[config.mk]
export PLATFORM = sky130hd
export DESIGN_NAME = amcal3_32bit_approx_mul
export DESIGN_NICKNAME = d
export VERILOG_FILES = /design/src/rtl/amcal3_32bit_approx_mul.sv
export SDC_FILE = /design/constraint.sdc
export NUM_CORES = 1
export LEC_CHECK = 0
export ABC_AREA = 1
export BUFFER_PORTS_ARGS = -buffer_cell sky130_fd_sc_hd__buf_2
export CORE_AREA = 5 5 115 117
export CTS_BUF_LIST = sky130_fd_sc_hd__clkbuf_8
export DETAILED_ROUTE_END_ITERATION = 12
export DIE_AREA = 0 0 120 122
export PLACE_DENSITY = 0.72
export SLEW_MARGIN = 10
export SYNTH_ARGS = -nofsm -noshare
export SYNTH_HDL_FRONTEND = slang
export SYNTH_SLANG_ARGS = --single-unit
[constraint.sdc]
create_clock -name clk -period 3.2 [get_ports clk]
set_input_delay 0.16 -clock clk [delete_from_list [all_inputs] [get_ports clk]]
set_output_delay 0.16 -clock clk [all_outputs]
set_load 0.01 [all_outputs]
[src/rtl/amcal3_32bit_approx_mul.sv]
// AMCAL3 approximate multiplier back end: multiplies LOD-truncated mantissas and
// rescales by the summed leading-one positions through a 3-stage valid/ready pipeline.
module amcal3_32bit_approx_mul #(
  parameter int FRAC_W  = 3,
  parameter int SHIFT_W = 5,
  parameter int PROD_W  = 64
) (
  input  logic               clk,
  input  logic               rst,
  input  logic               in_valid,
  output logic               in_ready,
  input  logic [FRAC_W-1:0]  a,
  input  logic [FRAC_W-1:0]  b,
  input  logic [SHIFT_W-1:0] ashift,
  input  logic [SHIFT_W-1:0] bshift,
  output logic               out_valid,
  input  logic               out_ready,
  output logic [PROD_W-1:0]  prod
);

  localparam int M_W = 2 * FRAC_W;
  localparam int E_W = SHIFT_W + 1;
  // Product of two FRAC_W mantissas carries 2*(FRAC_W-1) fraction bits.
  localparam logic [E_W-1:0] BIAS = E_W'(2 * (FRAC_W - 1));

  logic              w_adv;
  logic [E_W-1:0]    w_e_in;
  logic [PROD_W-1:0] w_m_ext;
  logic [PROD_W-1:0] w_prod;

  logic              r_v1, r_v2, r_v3;
  logic [FRAC_W-1:0] r_a1, r_b1;
  logic [E_W-1:0]    r_e1, r_e2;
  logic [M_W-1:0]    r_m2;
  logic [PROD_W-1:0] r_prod;

  // The whole pipe moves as one; it only stalls when the output slot is full and blocked.
  assign w_adv     = ~r_v3 | out_ready;
  assign in_ready  = w_adv;
  assign out_valid = r_v3;
  assign prod      = r_prod;

  assign w_e_in  = E_W'(ashift) + E_W'(bshift);
  assign w_m_ext = PROD_W'(r_m2);

  always_comb begin
    w_prod = '0;
    if (r_e2 >= BIAS) begin
      w_prod = w_m_ext << (r_e2 - BIAS);
    end else begin
      w_prod = w_m_ext >> (BIAS - r_e2);
    end
  end

  always_ff @(posedge clk or posedge rst) begin
    if (rst) begin
      r_v1 <= 1'b0;
      r_v2 <= 1'b0;
      r_v3 <= 1'b0;
    end else if (w_adv) begin
      r_v1 <= in_valid;
      r_v2 <= r_v1;
      r_v3 <= r_v2;
    end
  end

  // Data registers only load behind a valid token, so bubbles leave prod untouched.
  always_ff @(posedge clk or posedge rst) begin
    if (rst) begin
      r_a1   <= '0;
      r_b1   <= '0;
      r_e1   <= '0;
      r_m2   <= '0;
      r_e2   <= '0;
      r_prod <= '0;
    end else if (w_adv) begin
      if (in_valid) begin
        r_a1 <= a;
        r_b1 <= b;
        r_e1 <= w_e_in;
      end
      if (r_v1) begin
        r_m2 <= M_W'(r_a1) * M_W'(r_b1);
        r_e2 <= r_e1;
      end
      if (r_v2) begin
        r_prod <= w_prod;
      end
    end
  end

  // A nonzero mantissa from the LOD always has its leading one in the MSB.
  a_legal_mantissa : assert property (@(posedge clk) disable iff (rst)
    (in_valid && in_ready) |-> ((a == '0 || a[FRAC_W-1]) && (b == '0 || b[FRAC_W-1])));

endmodule

### Yosys cells after proc, flatten, opt, wreduce, memory -nomap -nowiden

Cells that the tools add are included.

| word-level totals | value |
|---|---|
| bits in registers | 91 |
| latch bits | 0 |
| bits in writable memories | 0 |
| bits in read-only memories | 0 |
| output and inout bits | 66 |
| memories | 0 |

| cells by class | value |
|---|---|
| add/sub/neg operators | 3 |
| multiply operators | 1 |
| divide/modulo/power cells | 0 |
| magnitude comparators | 1 |
| equality and inequality tests | 0 |
| shifts and indexed selects | 2 |
| multiplexer cells | 1 |
| bitwise operators | 2 |
| reductions and logical operators | 3 |

Operators by type and width:

| kind | number |
|---|---|
| $mux W64 | 1 |
| $shl A6 B6 Y64 | 1 |
| $shr A6 B6 Y64 | 1 |
| $add A5 B5 Y6 | 1 |
| $ge A6 B3 Y1 const B | 1 |
| $mul A3 B3 Y6 | 1 |
| $reduce_and A2 Y1 | 3 |
| $sub A3 B6 Y6 const A | 1 |
| $sub A6 B3 Y6 const B | 1 |
| $not A1 Y1 | 1 |
| $or A1 B1 Y1 | 1 |

### Longest topological paths before layout

| logic depth | value |
|---|---|
| depth in word-level cells | 3 |
| mapped depth | 14 |
| gate-level depth less buffers | 12 |

### Worst setup path before layout

Ideal clock, no wire load.

| path | value |
|---|---|
| path type | register to register |
| start point | reg r_e2[2] |
| end point | reg r_prod[36], in the netlist prod[36] |
| arrival time | 1.911 ns |
| required time | 3.084 ns |
| setup slack | 1.173 ns |
| stages on the path, launching flop included | 11 |
| path buffers | 2 |
| cell sequence | dfrtp_1 -> inv_2 -> clkbuf_1 -> ha_1 -> xor2_2 -> inv_2 -> clkbuf_1 -> nand3_1 -> nand2_1 -> nand2_1 -> nand2_1 |

| between the ends | value |
|---|---|
| word-level cells in the longest chain between the ends | 3 |

RTL lines:

| element | RTL line | text |
|---|---|---|
| from (decl) | 33 | `logic [E_W-1:0] r_e1, r_e2;` |
| from (signal assigned) | 84 | `r_e2 <= r_e1;` |
| $sub A3 B6 Y6 / $sub A6 B3 Y6 (equally long branches) | 51, 49 |  |
| $shr A6 B6 Y64 / $shl A6 B6 Y64 (equally long branches) | 51, 49 |  |
| $mux W64 (*) | 48 | `if (r_e2 >= BIAS) begin` |
| to (signal assigned) | 87 | `r_prod <= w_prod;` |
| to (decl) | 35 | `logic [PROD_W-1:0] r_prod;` |

Mark *: on every way between the ends. The rest lies on a longest branch, timed or not.
A chain may end at the register's enable or synchronous reset.

### Worst setup path in the final report

| path | value |
|---|---|
| start point | reg r_e2[1] |
| end point | reg r_prod[24], in the netlist prod[24] |

Same word-level chain as after synthesis.

==> reports/results.tsv <==
stage	metric	value	unit
grt	largest net degree at the start of global routing	92	
cells_and_area	Layout fillers	1253	
cts	clock tree buffer depth	2	
floorplanning	IO Pins	86	
drt	final antenna-violating net count	0	
cells_and_area	design area	0.00551	mm2
grt	GRT met2 Usage	27.4	%
run	max capacitance violation total	0	
synth	synthesized instance count	607	
grt	first-pass GRT wire length	19.3	mm
sta	Max Clk Rate	403	MHz
grt	initial antenna violation count	0	
floorplanning	Initial Utilization	38.3	%
power_and_ir_drop	Peak VDD IR	358	uV
setup_path	worst-path maximum fanout	15	
setup_path	crit end category	register	
sta	final-report hold violation count	0	
synth	Seq cells post-synth	91	
synth	sequential area share after synthesis	48.5	%
sta	fin crit share	77.5	%
sta	worst slew pin tran	1.06	ns
power_and_ir_drop	total design power	5.21	mW
grt	vias in the first global route	3973	
placement	gpl congestion	0.877	
setup_path	crit start category	register	
sta	Slew HR	29.2	%
cts	CTS tree	built	
grt	Total Routing Usage GR	16.2	%
cells_and_area	commonest non-fill, non-tap cell in the layout	nand2_1	
floorplanning	Rows	41	
placement	pre-CTS setup slack	0.771	ns
floorplanning	Die Span X	120	um
cells_and_area	ant diodes	0	
drt	Avg WL per Cell	13.6	um
drt	Via density	4.89	
floorplanning	Die ar.	0.0146	mm2
floorplanning	core area	0.0123	mm2
cells_and_area	share of layout cells above drive strength 1	17.9	%
drt	Detailed Route WL	11.5	mm
cts	clock transition at the registers of the reported paths	0.09	ns
setup_path	crit path kind	register to register	
sta	RSZ-0062 raised after global routing	false	
placement	DP Cell Count	825	
cells_and_area	NumNets Final	730	
sta	final worst slack	0.719	ns
synth	Yosys warnings	0	
drt	Initial DRC Count	347	
cells_and_area	Post-Layout Cell Count	847	
floorplanning	die height	122	um
sta	max-slew violations	0	
placement	HPWL after detailed placement	8.56	mm
min_path	Hold WC Path Type	input port to register	
cts	clock sinks	91	
drt	DR vias	4145	
sta	Total Neg Setup Slack	0	ns
cts	post-CTS setup buffers	0	
cts	cts bufs inserted	9	
grt	Most Used Layer, Global Route	met2	
run_status	status	finished, final reports clean	
grt	gr ovfl total	0	
placement	dpl cell area	0.00527	mm2
synth	area of the mapped netlist	0.00469	mm2
drt	DRT Pass-1 Iters	6	
drt	drt drc	0	
power_and_ir_drop	pwr dens	945	mW/mm2
sta	Worst Clk Skew	0.0156	ns
synth	mean post-synth cell area	7.73	um2
placement	IO Port Bufs	85	
synth	Post-Syn Nets	644	
cts	root buffer cell	clkbuf_8	
synth	Netlist cell types	34	
grt	M1 GR Usage	21.8	%
grt	met3 Usage GRT	2.60	%
setup_path	arrival time worst endpoint	2.78	ns
cts	Worst-Skew Late Latency	0.36	ns
sta	minimum clock period	2.48	ns
cells_and_area	most frequent cells in the layout	nand2_1, dfrtp_1, buf_2, nand3_1, o21ai_0	
setup_path	WP data required	3.50	ns
cells_and_area	area delta synth->final	17.4	%
sta	Setup violations, final	0	
cts	PostCTS Resize Cnt	0	
cts	H-tree depth	3	
power_and_ir_drop	Leakage	3.08	nW
power by group:
group / internal (mW) / switching, mW / leakage, nW
clock: 0.288 / 0.431 / 0.0840
combinational: 0.829 / 1.88 / 1.78
sequential: 1.53 / 0.253 / 1.21
total: 2.65 / 2.56 / 3.08
sequential cells by signal, indices dropped and copies added (netlist names):
name / count
prod: 64
r_v2: 1
r_e1: 6
r_v1: 1
r_e2: 6
r_m2: 6
out_valid: 1
r_b1: 3
r_a1: 3
worst paths after layout:
| kind | from | end | slack [ns] | cells after the start |
|---|---|---|---|---|
| min in group asynchronous | rst | prod[37] | 0.43 | 4 |
| setup / recovery | r_e2[1] | prod[24] | 0.72 | 12 |
| hold reg to reg | r_v2 | out_valid | 0.48 | 2 |
| max in group asynchronous | rst | prod[1] | 2.39 | 4 |
| setup reg to reg | r_e2[1] | prod[24] | 0.72 | 12 |
| hold / removal | bshift[0] | r_e1[0] | 0.12 | 4 |
critical path, stage by stage (launching register included):
cell	delay [ns]
dfrtp_1	0.49
inv_1	0.34
ha_1	0.26
nand2_1	0.10
nand2_1	0.07
nor2_1	0.07
nor2_2	0.16
inv_2	0.10
nor2_4	0.32
nand2_2	0.23
inv_2	0.13
nand3_1	0.07
nand2_1	0.07
synthesized netlist by cell type:
| cell type | count | area (um2) |
|---|---|---|
| xor2_4 | 1 | 27.5 |
| nor2_2 | 1 | 6.26 |
| or2_2 | 3 | 18.8 |
| ha_1 | 14 | 175 |
| nor2_4 | 1 | 11.3 |
| dfrtp_1 | 91 | 2280 |
| clkbuf_1 | 15 | 56.3 |
| xnor2_1 | 1 | 8.76 |
| xor2_1 | 2 | 17.5 |
| o21ai_0 | 44 | 220 |
| nor2_1 | 25 | 93.8 |
| a21boi_0 | 1 | 7.51 |
| o211ai_1 | 1 | 7.51 |
| nand4_1 | 11 | 68.8 |
| xor2_2 | 1 | 16.3 |
| a21oi_1 | 8 | 40.0 |
| a21o_1 | 1 | 7.51 |
| buf_2 | 5 | 25.0 |
| buf_1 | 1 | 3.75 |
| nand3_1 | 49 | 245 |
| nand2_1 | 256 | 961 |
| nor2_8 | 1 | 20.0 |
| inv_2 | 7 | 26.3 |
| nor3_1 | 1 | 5.00 |
| and2_1 | 1 | 6.26 |
| fa_1 | 3 | 60.1 |
| nand2_2 | 2 | 12.5 |
| nand2_4 | 1 | 11.3 |
| inv_1 | 38 | 143 |
| a22oi_1 | 1 | 7.51 |
| o21a_1 | 2 | 15.0 |
| o21ai_1 | 14 | 70.1 |
| buf_4 | 2 | 15.0 |
| clkinv_1 | 2 | 7.51 |
per-stage QoR:
step	utilization (%)	hold slack [ns]
2_1_floorplan	-	0.270
3_3_place_gp	43.0	0.306
3_5_place_dp	43.0	0.309
4_1_cts	44.9	0.109
5_1_grt	44.9	0.153
6_report	44.9	0.116
timing repair:
item,CTS,global route
hold buffers,7,0
hold endpoints to repair,97,0
endpoints found under the setup margin,0,0
layer usage:
metal  vias up  wire length (um)
met5         -                 0
met4         0               111
met3        11               554
met2       123              5440
met1      1903              5370
li1       2108                 -
cell families (layout without fill, tap and decap cells):
group / count (synthesis) / after routing / synth area share [%]
xor+xnor: 5 / 5 / 1.49
buf+inv: 70 / 160 / 5.89
fa+ha+maj: 17 / 17 / 5.01
compound gates: 72 / 72 / 8.00
flops: 91 / 91 / 48.5
simple gates: 352 / 352 / 31.1
area by class of cell:
cell class                 count  area, um2  area share, %
inverter                      47        178           3.23
clock inverter                 6       48.8          0.886
clock buffer                   9        124           2.25
tap                          150        188           3.41
timing repair buffer          98        553           10.0
multi-input combinational    446       2140           38.9
sequential                    91       2280           41.3
Note: power is estimated with default switching activity, not from simulation.
